===== src/rtl/regfile_8xn_pkg.sv =====
// Shared constants for the 8-entry register file: default width, index sizing and a zero word.
package regfile_8xn_pkg;

  localparam int DATA_W  = 32;
  localparam int IDX_W   = 3;
  localparam int REG_CNT = 8;

  localparam logic [DATA_W-1:0] ZERO_WORD = '0;

  // True when a write to idx must be dropped because r0 is hardwired.
  function automatic logic is_zero_reg(input logic [IDX_W-1:0] idx, input bit zero_r0);
    return zero_r0 && (idx == '0);
  endfunction

endpackage


===== src/rtl/regfile_8xn_mux.sv =====
// Generic N-bit 8:1 multiplexer used for the register file read ports.
module mux_8to1 #(
  parameter int N = 32
) (
  input  logic [N-1:0] d0,
  input  logic [N-1:0] d1,
  input  logic [N-1:0] d2,
  input  logic [N-1:0] d3,
  input  logic [N-1:0] d4,
  input  logic [N-1:0] d5,
  input  logic [N-1:0] d6,
  input  logic [N-1:0] d7,
  input  logic [2:0]   S,
  output logic [N-1:0] Y
);

  always_comb begin
    Y = d0;
    unique case (S)
      3'd0: Y = d0;
      3'd1: Y = d1;
      3'd2: Y = d2;
      3'd3: Y = d3;
      3'd4: Y = d4;
      3'd5: Y = d5;
      3'd6: Y = d6;
      3'd7: Y = d7;
      default: Y = d0;
    endcase
  end

endmodule


===== src/rtl/regfile_8xn.sv =====
// 8 x N register file: one synchronous write port, two combinational read ports,
// optional hardwired r0 and optional same-cycle write forwarding.
module regfile_8xn
  import regfile_8xn_pkg::*;
#(
  parameter int N       = DATA_W,
  parameter bit ZERO_R0 = 1'b1,
  parameter bit BYPASS  = 1'b0
) (
  input  logic               clk,
  input  logic               rst,
  input  logic               wr_ena,
  input  logic [IDX_W-1:0]   wr_addr,
  input  logic [N-1:0]       wr_data,
  input  logic [IDX_W-1:0]   rd_addr0,
  output logic [N-1:0]       rd_data0,
  input  logic [IDX_W-1:0]   rd_addr1,
  output logic [N-1:0]       rd_data1,
  output logic [REG_CNT-1:0] written
);

  logic [N-1:0]       regs [REG_CNT];
  logic [REG_CNT-1:0] wr_sel;
  logic [REG_CNT-1:0] written_q;
  logic               wr_live;
  logic [IDX_W-1:0]   rd_addr [2];
  logic [N-1:0]       mux_out [2];

  // A write that actually lands: enabled and not aimed at a hardwired r0.
  assign wr_live = wr_ena && !is_zero_reg(wr_addr, ZERO_R0);

  always_comb begin
    wr_sel = '0;
    if (wr_live) begin
      wr_sel[wr_addr] = 1'b1;
    end
  end

  always_ff @(posedge clk) begin
    if (rst) begin
      for (int i = 0; i < REG_CNT; i++) begin
        regs[i] <= N'(ZERO_WORD);
      end
      written_q <= '0;
    end else begin
      for (int i = 0; i < REG_CNT; i++) begin
        if (wr_sel[i]) begin
          regs[i]      <= wr_data;
          written_q[i] <= 1'b1;
        end
      end
    end
  end

  assign written    = written_q;
  assign rd_addr[0] = rd_addr0;
  assign rd_addr[1] = rd_addr1;

  for (genvar p = 0; p < 2; p++) begin : g_port
    logic [N-1:0] val;

    mux_8to1 #(.N(N)) u_mux (
      .d0(regs[0]), .d1(regs[1]), .d2(regs[2]), .d3(regs[3]),
      .d4(regs[4]), .d5(regs[5]), .d6(regs[6]), .d7(regs[7]),
      .S (rd_addr[p]),
      .Y (mux_out[p])
    );

    // Forwarding is blocked during reset; r0 forcing overrides everything.
    always_comb begin
      val = mux_out[p];
      if (BYPASS && !rst && wr_live && (rd_addr[p] == wr_addr)) begin
        val = wr_data;
      end
      if (is_zero_reg(rd_addr[p], ZERO_R0)) begin
        val = '0;
      end
    end
  end

  assign rd_data0 = g_port[0].val;
  assign rd_data1 = g_port[1].val;

endmodule


===== config.mk =====
export PLATFORM = sky130hd
export DESIGN_NAME = regfile_8xn
export DESIGN_NICKNAME = d
export VERILOG_FILES = /design/src/rtl/regfile_8xn_pkg.sv /design/src/rtl/regfile_8xn_mux.sv /design/src/rtl/regfile_8xn.sv
export SDC_FILE = /design/constraint.sdc
export NUM_CORES = 1
export LEC_CHECK = 0
export ABC_AREA = 1
export BUFFER_PORTS_ARGS = -buffer_cell sky130_fd_sc_hd__buf_4
export CELL_PAD_IN_SITES_DETAIL_PLACEMENT = 0
export CELL_PAD_IN_SITES_GLOBAL_PLACEMENT = 1
export CORE_MARGIN = 2
export CORE_UTILIZATION = 45
export DETAILED_ROUTE_END_ITERATION = 10
export PLACE_DENSITY_LB_ADDON = 0.1
export SYNTH_ARGS = -nofsm -noshare
export SYNTH_HDL_FRONTEND = slang
export SYNTH_SLANG_ARGS = --single-unit

===== constraint.sdc =====
create_clock -name clk -period 2.34 [get_ports clk]
set_clock_uncertainty 0.15 [all_clocks]
set_input_delay 0.351 -clock clk [delete_from_list [all_inputs] [get_ports clk]]
set_output_delay 0.351 -clock clk [all_outputs]
set_load 0.05 [all_outputs]

==> flow_metrics.py <==
metrics = {
    "run_status": {
        "status": "completed",
    },
    "synthesis": {
        "netlist_area_mm2": 0.0128,
        "synth_common_cells": "nor2_1, nand2_1, edfxtp_1, nand4_1, nand3_1",
        "synth_mux_area_frac": 0,
        "yosysMostFrequentCell": "nor2_1",
        "ys_warn_count": 0,
        "synth_simple_gate_area_share": 0.328,
        "synth.top_cells.by_area": "edfxtp_1, nor2_1, nand4_1",
        "synth_fp_nets": 1588,
        "synth_async_sr_flop_share": 0,
        "synth_top_area_frac": 0.527,
        "synth_top_family_by_area": "simple AND/OR/NAND/NOR gates",
        "synth_edf_count": 224,
        "netlist_instances": 1544,
        "synth_seq_cells": 232,
        "ys_types": 21,
        "synth_top_flop_cell": "edfxtp_1",
        "synth-seq-area-share": 0.540,
        "synth.avg_cell_area_um2": 8.26,
        "synthAdderAreaFrac": 0,
        "synth_xor_xnor_area_share": 0,
        "synth-compound-area-share": 0.0522,
        "yosys.area.top_type": "edfxtp_1",
    },
    "sta": {
        "final.setup.worst_slack_ps": 33.9,
        "maxSlewHeadroom": 0.623,
        "fmax_ghz": 0.434,
        "layout_worst_path_cycle_share": 0.986,
        "drv_slew": 0,
        "max_slew.worst_pin.slew_ps": 565,
        "fin_crit_ps": 2310,
        "setup_tns_ps": 0,
        "setup_viol_count_final": 0,
        "hold_viol_final": 0,
    },
    "pwr": {
        "p_int_w": 0.00786,
        "finalPower_w": 0.0113,
        "p_sw_frac": 0.305,
        "p_switching_w": 0.00345,
        "combinationalPowerShare": 0.198,
        "p_leak_nw": 6.79,
        "powerDensity_mw_per_mm2": 733,
        "ir_drop_uv": 543,
        "p_clk_frac": 0.358,
        "sequentialPowerShare": 0.444,
    },
    "critical_path": {
        "crit_fanout": 13,
        "critPathRequiredTime_ps": 1840,
        "r2r_setup_slack_ps": 1620,
        "crit_start": "rd_addr1[2]",
        "setup.worst_path.start_class": "input port",
        "r2r_start": "written[6]",
        "critical_path_class": "in -> out",
        "crit_path_end_kind": "output pin",
        "crit_arrival_ps": 1810,
    },
    "drt": {
        "firstDrtPassIters": 5,
        "ant_nets": 0,
        "drcViolationCount": 0,
        "routed_wl_mm": 45.9,
        "drtIter0Drc": 1413,
        "viasPerCell": 5.77,
        "vias": 11900,
        "wl_per_cell_um": 22.3,
    },
    "layout": {
        "fin_util": 0.554,
        "nets": 1706,
        "diodes": 0,
        "area_growth_pct": 20.9,
        "drive_gt1_frac": 0.164,
    },
    "clock_network": {
        "clockBufferDepth": 3,
        "htreeDepth": 1,
        "cts_inserted_buffers": 27,
        "cts_setup_buffers": 0,
        "clkTransAtPathRegs_ps": 60,
        "clk_latency_ps": 530,
        "clock_sinks": 232,
        "cts_tree": "yes",
        "root_buffer": "clkbuf_16",
    },
    "floorplan": {
        "die_area_mm2": 0.0297,
        "rows": 61,
        "die_w_um": 172,
        "die_h_um": 172,
        "start_util": 0.458,
        "io_pins": 116,
        "core_region_area_mm2": 0.0279,
    },
    "run": {
        "cap_violations": 0,
    },
    "global_routing": {
        "grt_max_degree": 55,
        "grtUsageTotal": 0.312,
        "grt-ovfl-total": 0,
        "antenna_found_initial": 0,
        "grt_pass1_vias": 11300,
        "grt_pass1_wl_mm": 68.3,
    },
    "place": {
        "place_ws_ps": -47.9,
        "gp_congestion": 0.871,
        "hpwl_mm": 28.5,
        "place.port_buffers": 115,
    },
    "hold_path": {
        "hold_start": "wr_addr[0]",
        "min_path_type": "in -> reg",
    },
}
## metrics by stage
stage	hold WS (ps)	area, um^2	std cells
after floorplan	411	12800	1544
after global placement	262	14500	2011
after detailed placement	279	14500	2011
after CTS	9.86	15400	2059
after global routing	28.8	15400	2059
final	28.3	15400	2059
## sequential cells by signal, indices dropped and copies added, names as in the netlist
| signal | cells |
|---|---|
| written | 8 |
| regs | 224 |
## per-layer routing
metal,wire length [um],track usage,vias up
met2,21600,0.514,622
li1,-,-,5520
met3,4010,0.0346,103
met4,1430,0.103,0
met1,18900,0.431,5627
met5,0,0,-
## worst max-delay path, cell delays in order
cell     delay [ps]
buf_4           170
inv_4           130
buf_12          160
nand3_1         190
buf_4           210
nor2_1           80
nor2_1           60
a21oi_1         200
buf_4           240
## kinds of logic (layout without fill, tap and decap cells)
kind of cell | count (synthesis) | after routing
buf+inv | 233 | 370
compound gates | 133 | 133
simple gates | 946 | 946
flops | 232 | 232
## final timing paths
| kind | to | cells past startpoint |
|---|---|---|
| max | rd_data1[24] | 9 |
| min | written[6] | 4 |
| max reg2reg | written[6] | 2 |
| min reg2reg | written[0] | 2 |
## cell type report
class	instances	area, um^2
tap	378	473
timing repair buffer	214	1940
inverter	108	408
fill	2610	12400
clock inverter	16	144
clock buffer	32	694
multi-input combinational	1079	4880
sequential	232	6890
## power groups by stage
| stage | sequential, W | clock (W) | combinational, W |
|---|---|---|---|
| after floorplan | 0.00508 | 0 | 0.00136 |
| after global placement | 0.00510 | 0 | 0.00221 |
| after detailed placement | 0.00511 | 0 | 0.00221 |
| after CTS | 0.00502 | 0.00408 | 0.00222 |
| after global routing | 0.00506 | 0.00425 | 0.00238 |
| final | 0.00502 | 0.00404 | 0.00224 |
## repair_timing
item | in CTS | in global routing
resized for setup | 2 | 13
pin swaps | 0 | 2
hold buffers | 0 | 0
endpoints found under the setup margin | 7 | 14
## cell usage in the layout (no fill, tap or decap), types with 2 or more instances in the layout
cell type and count:
bufinv_16 2, buf_4 183, a21oi_1 97, clkbuf_16 27
buf_12 25, nor2_1 392, clkinv_2 5, nand3_1 136
o21ai_1 2, nand3_2 2, nor2_2 4, clkinv_4 2
nand2_2 7, nand2_1 233, a21oi_2 2, o21ai_0 32
edfxtp_1 224, clkinvlp_4 2, clkinv_1 4, inv_2 4
buf_6 6, nor2_4 2, clkbuf_1 5, inv_1 103
nand4_1 168, dfxtp_1 8
(Power assumes the default switching activity.)
